`config.mk`:
```
export PLATFORM = sky130hd
export DESIGN_NAME = pipe_hazard_ctrl_flat
export DESIGN_NICKNAME = d
export VERILOG_FILES = /design/src/rtl/pipe_hazard_ctrl_if.sv /design/src/rtl/pipe_hazard_ctrl.sv /design/src/flat_wrapper.sv
export SDC_FILE = /design/constraint.sdc
export NUM_CORES = 1
export LEC_CHECK = 0
export CAP_MARGIN = 20
export CORE_MARGIN = 2
export CORE_UTILIZATION = 31
export DETAILED_ROUTE_END_ITERATION = 10
export PLACE_DENSITY = 0.79
export SETUP_SLACK_MARGIN = 0.02
export SLEW_MARGIN = 30
export SYNTH_ARGS = -nofsm -noshare
export SYNTH_HDL_FRONTEND = slang
export SYNTH_SLANG_ARGS = --single-unit
```
`constraint.sdc`:
```
create_clock -name clk -period 1.83 [get_ports clk]
set_input_delay 0.2745 -clock clk [delete_from_list [all_inputs] [get_ports clk]]
set_output_delay 0.2745 -clock clk [all_outputs]
set_load 0.02 [all_outputs]
```
`src/rtl/pipe_hazard_ctrl_if.sv`:
```
// pipe_hazard_ctrl_if
//   Groups the decode/execute observation signals and the buffer control
//   outputs of the pipeline hazard controller.
//   master : pipeline side; drives the instruction/event inputs and observes the controls.
//   slave  : hazard controller; consumes the inputs and drives the controls.
//   Signals:
//     id_inst[15:0]      instruction in ID (op[15:12] rd[11:8] rs[7:4] rt[3:0])
//     ex_inst[15:0]      instruction held in ID/EX, same layout
//     ex_mem_read        EX instruction is a load
//     branch_taken       branch resolved taken in EX
//     mul_start          first EX cycle of a multi-cycle op
//     halt_req           halt decoded in ID
//     resume             external restart request
//     pc_en              PC may update
//     if_id_hold/flush   IF/ID buffer keep / load NOP
//     id_ex_hold/flush   ID/EX buffer keep / load bubble
//     halted             pipeline frozen by halt
//     ctrl_state[1:0]    00 RUN, 01 STALL, 10 HALT
//     stall_cycles[15:0] stall cycle counter (zero unless PIPE_HAZARD_PERF_EN)
interface pipe_hazard_ctrl_if;
    logic [15:0] id_inst;
    logic [15:0] ex_inst;
    logic        ex_mem_read;
    logic        branch_taken;
    logic        mul_start;
    logic        halt_req;
    logic        resume;
    logic        pc_en;
    logic        if_id_hold;
    logic        if_id_flush;
    logic        id_ex_hold;
    logic        id_ex_flush;
    logic        halted;
    logic [1:0]  ctrl_state;
    logic [15:0] stall_cycles;

    modport master (
        output id_inst, ex_inst, ex_mem_read, branch_taken, mul_start, halt_req, resume,
        input  pc_en, if_id_hold, if_id_flush, id_ex_hold, id_ex_flush, halted,
               ctrl_state, stall_cycles
    );

    modport slave (
        input  id_inst, ex_inst, ex_mem_read, branch_taken, mul_start, halt_req, resume,
        output pc_en, if_id_hold, if_id_flush, id_ex_hold, id_ex_flush, halted,
               ctrl_state, stall_cycles
    );
endinterface

```
`src/rtl/pipe_hazard_ctrl.sv`:
```
// pipe_hazard_ctrl
//   Pipeline hazard controller: branch flush, multi-cycle EX freeze,
//   load-use bubble insertion and halt/resume.
//   Ports:
//     clk  rising-edge clock
//     rst  asynchronous active-high reset, released synchronously by the system
//     bus  pipe_hazard_ctrl_if.slave (instruction/event inputs, buffer controls)
//   Parameter:
//     MUL_CYCLES  total EX occupancy of a multi-cycle op, 2..16 (default 4)
//   Optional feature:
//     PIPE_HAZARD_PERF_EN  when defined, stall_cycles counts clocks with pc_en=0
//                          (saturating); otherwise it is tied to zero.
module pipe_hazard_ctrl #(
    parameter int unsigned MUL_CYCLES = 4
) (
    input logic              clk,
    input logic              rst,
    pipe_hazard_ctrl_if.slave bus
);

    localparam logic [1:0] ST_RUN   = 2'b00;
    localparam logic [1:0] ST_STALL = 2'b01;
    localparam logic [1:0] ST_HALT  = 2'b10;

    localparam logic [3:0] MUL_LOAD = 4'(MUL_CYCLES - 2);

    logic [1:0] state_q, state_d;
    logic [3:0] cnt_q, cnt_d;

    logic [3:0] id_rs, id_rt, ex_rd;
    logic       load_use;

    logic pc_en_c, if_id_hold_c, if_id_flush_c, id_ex_hold_c, id_ex_flush_c, halted_c;

    // Opcode and source fields of the EX instruction do not affect hazards.
    logic unused_fields;
    assign unused_fields = ^{bus.id_inst[15:8], bus.ex_inst[15:12], bus.ex_inst[7:0]};

    assign id_rs = bus.id_inst[7:4];
    assign id_rt = bus.id_inst[3:0];
    assign ex_rd = bus.ex_inst[11:8];

    assign load_use = bus.ex_mem_read && (ex_rd != 4'd0) &&
                      ((ex_rd == id_rs) || (ex_rd == id_rt));

    always_comb begin
        state_d       = state_q;
        cnt_d         = cnt_q;
        pc_en_c       = 1'b1;
        if_id_hold_c  = 1'b0;
        if_id_flush_c = 1'b0;
        id_ex_hold_c  = 1'b0;
        id_ex_flush_c = 1'b0;
        halted_c      = 1'b0;

        case (state_q)
            ST_RUN: begin
                if (bus.branch_taken) begin
                    if_id_flush_c = 1'b1;
                    id_ex_flush_c = 1'b1;
                end else if (bus.mul_start) begin
                    pc_en_c      = 1'b0;
                    if_id_hold_c = 1'b1;
                    id_ex_hold_c = 1'b1;
                    cnt_d        = MUL_LOAD;
                    // With MUL_CYCLES=2 the RUN cycle alone is the whole freeze.
                    state_d      = (MUL_CYCLES > 2) ? ST_STALL : ST_RUN;
                end else if (load_use) begin
                    pc_en_c       = 1'b0;
                    if_id_hold_c  = 1'b1;
                    id_ex_flush_c = 1'b1;
                end else if (bus.halt_req) begin
                    pc_en_c       = 1'b0;
                    if_id_hold_c  = 1'b1;
                    id_ex_flush_c = 1'b1;
                    state_d       = ST_HALT;
                end
            end
            ST_STALL: begin
                pc_en_c      = 1'b0;
                if_id_hold_c = 1'b1;
                id_ex_hold_c = 1'b1;
                // Counter was loaded with MUL_CYCLES-2 in the RUN cycle; leaving
                // when it reaches 1 gives MUL_CYCLES-2 STALL cycles, i.e. a total
                // freeze of MUL_CYCLES-1 including that RUN cycle.
                if (cnt_q <= 4'd1) begin
                    state_d = ST_RUN;
                    cnt_d   = 4'd0;
                end else begin
                    cnt_d = cnt_q - 4'd1;
                end
            end
            ST_HALT: begin
                pc_en_c      = 1'b0;
                if_id_hold_c = 1'b1;
                id_ex_hold_c = 1'b1;
                halted_c     = 1'b1;
                if (bus.resume) begin
                    state_d = ST_RUN;
                end
            end
            default: begin
                state_d = ST_RUN;
                cnt_d   = 4'd0;
            end
        endcase

        // Outputs are forced to their idle values for the whole reset pulse,
        // independent of whatever the inputs are doing.
        if (rst) begin
            pc_en_c       = 1'b1;
            if_id_hold_c  = 1'b0;
            if_id_flush_c = 1'b0;
            id_ex_hold_c  = 1'b0;
            id_ex_flush_c = 1'b0;
            halted_c      = 1'b0;
        end
    end

    always_ff @(posedge clk or posedge rst) begin
        if (rst) begin
            state_q <= ST_RUN;
            cnt_q   <= 4'd0;
        end else begin
            state_q <= state_d;
            cnt_q   <= cnt_d;
        end
    end

    assign bus.pc_en       = pc_en_c;
    assign bus.if_id_hold  = if_id_hold_c;
    assign bus.if_id_flush = if_id_flush_c;
    assign bus.id_ex_hold  = id_ex_hold_c;
    assign bus.id_ex_flush = id_ex_flush_c;
    assign bus.halted      = halted_c;
    assign bus.ctrl_state  = state_q;

`ifdef PIPE_HAZARD_PERF_EN
    logic [15:0] perf_q, perf_d;

    always_comb begin
        perf_d = perf_q;
        if (!pc_en_c && (perf_q != 16'hFFFF)) begin
            perf_d = perf_q + 16'd1;
        end
    end

    always_ff @(posedge clk or posedge rst) begin
        if (rst) begin
            perf_q <= 16'h0000;
        end else begin
            perf_q <= perf_d;
        end
    end

    assign bus.stall_cycles = perf_q;
`else
    assign bus.stall_cycles = 16'h0000;
`endif

endmodule

```
`src/flat_wrapper.sv`:
```
// flat-port wrapper written by rule: the top's interface ports become plain ports
module pipe_hazard_ctrl_flat 
#(
    parameter int unsigned MUL_CYCLES = 4
)
  (clk, rst, bus_id_inst, bus_ex_inst, bus_ex_mem_read, bus_branch_taken, bus_mul_start, bus_halt_req, bus_resume, bus_pc_en, bus_if_id_hold, bus_if_id_flush, bus_id_ex_hold, bus_id_ex_flush, bus_halted, bus_ctrl_state, bus_stall_cycles);
  pipe_hazard_ctrl_if bus_i ();
  input logic clk;
  input logic rst;
  input wire logic [$bits(bus_i.id_inst)-1:0] bus_id_inst;
  input wire logic [$bits(bus_i.ex_inst)-1:0] bus_ex_inst;
  input wire logic [$bits(bus_i.ex_mem_read)-1:0] bus_ex_mem_read;
  input wire logic [$bits(bus_i.branch_taken)-1:0] bus_branch_taken;
  input wire logic [$bits(bus_i.mul_start)-1:0] bus_mul_start;
  input wire logic [$bits(bus_i.halt_req)-1:0] bus_halt_req;
  input wire logic [$bits(bus_i.resume)-1:0] bus_resume;
  output wire logic [$bits(bus_i.pc_en)-1:0] bus_pc_en;
  output wire logic [$bits(bus_i.if_id_hold)-1:0] bus_if_id_hold;
  output wire logic [$bits(bus_i.if_id_flush)-1:0] bus_if_id_flush;
  output wire logic [$bits(bus_i.id_ex_hold)-1:0] bus_id_ex_hold;
  output wire logic [$bits(bus_i.id_ex_flush)-1:0] bus_id_ex_flush;
  output wire logic [$bits(bus_i.halted)-1:0] bus_halted;
  output wire logic [$bits(bus_i.ctrl_state)-1:0] bus_ctrl_state;
  output wire logic [$bits(bus_i.stall_cycles)-1:0] bus_stall_cycles;
  assign bus_i.id_inst = bus_id_inst;
  assign bus_i.ex_inst = bus_ex_inst;
  assign bus_i.ex_mem_read = bus_ex_mem_read;
  assign bus_i.branch_taken = bus_branch_taken;
  assign bus_i.mul_start = bus_mul_start;
  assign bus_i.halt_req = bus_halt_req;
  assign bus_i.resume = bus_resume;
  assign bus_pc_en = bus_i.pc_en;
  assign bus_if_id_hold = bus_i.if_id_hold;
  assign bus_if_id_flush = bus_i.if_id_flush;
  assign bus_id_ex_hold = bus_i.id_ex_hold;
  assign bus_id_ex_flush = bus_i.id_ex_flush;
  assign bus_halted = bus_i.halted;
  assign bus_ctrl_state = bus_i.ctrl_state;
  assign bus_stall_cycles = bus_i.stall_cycles;
  pipe_hazard_ctrl #(.MUL_CYCLES(MUL_CYCLES)) u_core (.clk(clk), .rst(rst), .bus(bus_i));
endmodule
```
==> qor.yml <==
yosys:
  ys_seq_area_share_pct: 20.4
  ys_seq_elements: 6
  synthCells: 91
  netlist_area_sq_um: 734
  synth_warnings: 0
  synth.largest_area_cell: "dfrtp_1"
  syn_area_per_cell_sq_um: 8.07
  synth_cell_types: 29
  yosys.area.top_type_share_pct: 20.4
  synthTopCellsByArea: "dfrtp_1, buf_4, ha_1, xor2_1, nand2_1"
die:
  die_w_um: 52.7
  core_sq_mm: 0.00223
  die-area_sq_mm: 0.00277
  initial_core_util_pct: 32.9
  die_h_um: 52.7
  pin_count: 63
  num_rows: 17
grt:
  grt_pass1_vias: 647
  use_met1_pct: 18.9
  grt_pass1_wl_um: 2960
  met2_usage_pct: 24.8
  grt_busiest_layer: "met2"
  grt_use_total_pct: 14.6
  grt_max_degree: 9
  use_met3_pct: 2.57
  antenna_found_initial: 0
  overflow: 0
detailed_routing:
  viasPerCell: 4.38
  drt.antenna.violating_nets: 0
  first_iter_violations: 8
  drc: 0
  wl_um: 1820
  avgRoutedWirePerCell_um: 11.3
  first_pass_iters: 4
  num_vias: 705
cells_and_area:
  finish.utilization_pct: 50.8
  n_fill_cell: 229
  multi_input_area_sq_um: 594
  area_delta_synth_final_pct: 54.5
  n_antenna_cell: 0
  seq_area_sq_um: 150
  drive_gt1_share_pct: 38.3
  instances_no_fill: 161
  final_cell_area_sq_mm: 0.00113
  layout.nets: 180
pwr:
  leakagePower_uw: 0.000540
  power_density_mw_per_mm2: 1210
  vdd_drop_max_uv: 812
sta:
  finalCritPeriodShare_pct: 96.2
  clock.fmax_mhz: 568
  tns_ns: 0
  setup_viol: 0
  maxSlewViolCount: 0
  skew_ns: 0.000819
  period_needed_ns: 1.76
  rsz0062_at_grt: "true"
  hold_viol_final: 0
  whs_ns: 0.477
place:
  port_buffers: 26
  hpwl_um: 1480
  dpl-instance-area_sq_mm: 0.00108
  placedCellCount: 158
  finalWeightedCongestion: 0.810
min_path:
  hold_path.class: "in2async"
clock_tree:
  postCtsHoldBufs: 0
  cts.clk_slew.worst_paths_ns: 0.05
  post_cts_buffers: 0
  numCtsBuffers: 3
  cts.sinks: 6
  cts_tree: "yes"
  clk_latency_ns: 0.24
  htreeDepth: 1
  cts_root_buf: "clkbuf_4"
  cts_max_path_buffers: 2
setup_path:
  required_ns: 1.56
  critPathArrivalTime_ns: 1.49
  path_class: "in2out"
  start_kind: "input port"
  cp-end-kind: "output pin"
  critPathMaxFanout: 3
flow_run:
  maxCapViolCount: 0
run_status:
  status: "completed"
==> cell usage after synthesis (all sizes together) <==
cell type,instances
or4,1
nor2,7
inv,6
nand3,1
and3,2
nand2b,2
dfrtp,6
o21ai,4
or3,1
o31ai,1
conb,1
nor4,2
o211ai,1
ha,6
a31oi,3
nor3,3
buf,16
a311o,1
nor2b,2
xor2,8
a21o,1
o21a,1
mux2,1
clkbuf,1
nand2,7
a21oi,6
==> power by group <==
part | total (uW) | leakage [uW] | switching, uW | internal, uW
Sequential | 247 | 0.0000782 | 48.4 | 199
Combinational | 1010 | 0.000448 | 527 | 481
Clock | 120 | 0.0000138 | 45.8 | 74.1
==> final timing paths <==
| path | slack, ns | from | cells after the start | endpoint |
|---|---|---|---|---|
| min reg2reg | 0.55 | u_core.cnt_q[2] | 1 | u_core.cnt_q[2] |
| min in group clk | 0.55 | u_core.cnt_q[2] | 1 | u_core.cnt_q[2] |
| min | 0.48 | rst | 3 | u_core.cnt_q[0] |
| max reg2reg | 0.14 | u_core.cnt_q[0] | 7 | u_core.bus.ctrl_state[0] |
| max | 0.07 | bus_ex_inst[8] | 6 | bus_if_id_hold |
| max in group asynchronous | 1.24 | rst | 3 | u_core.cnt_q[1] |
==> final cells by class <==
type	count	share of cell area (%)
repair buffers	41	27.3
clock buffers	3	1.98
inverters	6	1.98
well taps	28	3.09
flip-flops and latches	6	13.2
multi-input cells	77	52.4
==> worst max-delay path: stages <==
cell and delay [ns]:
buf_2 0.13, or4_4 0.55, o211ai_4 0.13, a21oi_2 0.09, o21a_1 0.18, buf_6 0.13
==> cells in the final DEF, fill, tap and decap left out, types with 2 or more instances in the layout <==
cell / synthesis / routed
nor4_4: 1 / 2
clkdlybuf4s50_1: 0 / 8
buf_4: 16 / 17
dfrtp_1: 6 / 6
a21oi_1: 5 / 4
and3_1: 2 / 2
o21ai_0: 3 / 3
xor2_2: 0 / 4
nand2_1: 7 / 7
conb_1: 1 / 16
clkbuf_2: 0 / 5
a31oi_1: 3 / 2
nor2_1: 7 / 7
clkbuf_4: 0 / 3
nand2b_1: 2 / 2
ha_1: 6 / 5
buf_6: 0 / 2
nor2b_1: 2 / 2
nor3_1: 3 / 2
a21oi_2: 1 / 2
inv_1: 6 / 6
buf_2: 0 / 7
xor2_1: 8 / 3
==> routing by layer <==
| metal | vias up | share of wire [%] |
|---|---|---|
| met1 | 326 | 46 |
| li1 | 360 | - |
| met3 | 0 | 3.5 |
| met4 | 0 | 0 |
| met2 | 19 | 50 |
| met5 | - | 0 |
==> registers in the layout, indices dropped and copies added, names as in the netlist <==
signal and cells:
u_core.cnt_q 4, u_core.bus.ctrl_state 2
==> cell families after synthesis <==
| logic type | Yosys count | synth area share (%) |
|---|---|---|
| adders and majority gates | 6 | 10.2 |
| muxes | 1 | 1.53 |
| buffers and inverters | 23 | 19.9 |
| other | 1 | 0.511 |
| DFF | 6 | 20.4 |
| and+or+nand+nor | 28 | 21.1 |
| AOI/OAI and AO/OA | 18 | 16.7 |
| xor gates and xnor gates | 8 | 9.54 |
==> metrics by stage <==
stage / setup WS [ns] / power [uW]
2_1_floorplan: 0.0658 / 838
3_3_place_gp: -0.733 / 1190
3_5_place_dp: -0.854 / 1210
4_1_cts: -0.0169 / 1340
5_1_grt: 0.00379 / 1500
6_report: 0.0696 / 1380
==> what timing repair did <==
item | 4_1_cts | 5_1_grt
gates resized for setup | 61 | 20
pin swaps | 9 | 10
endpoints found under the setup margin | 7 | 5
(Power assumes the default switching activity.)
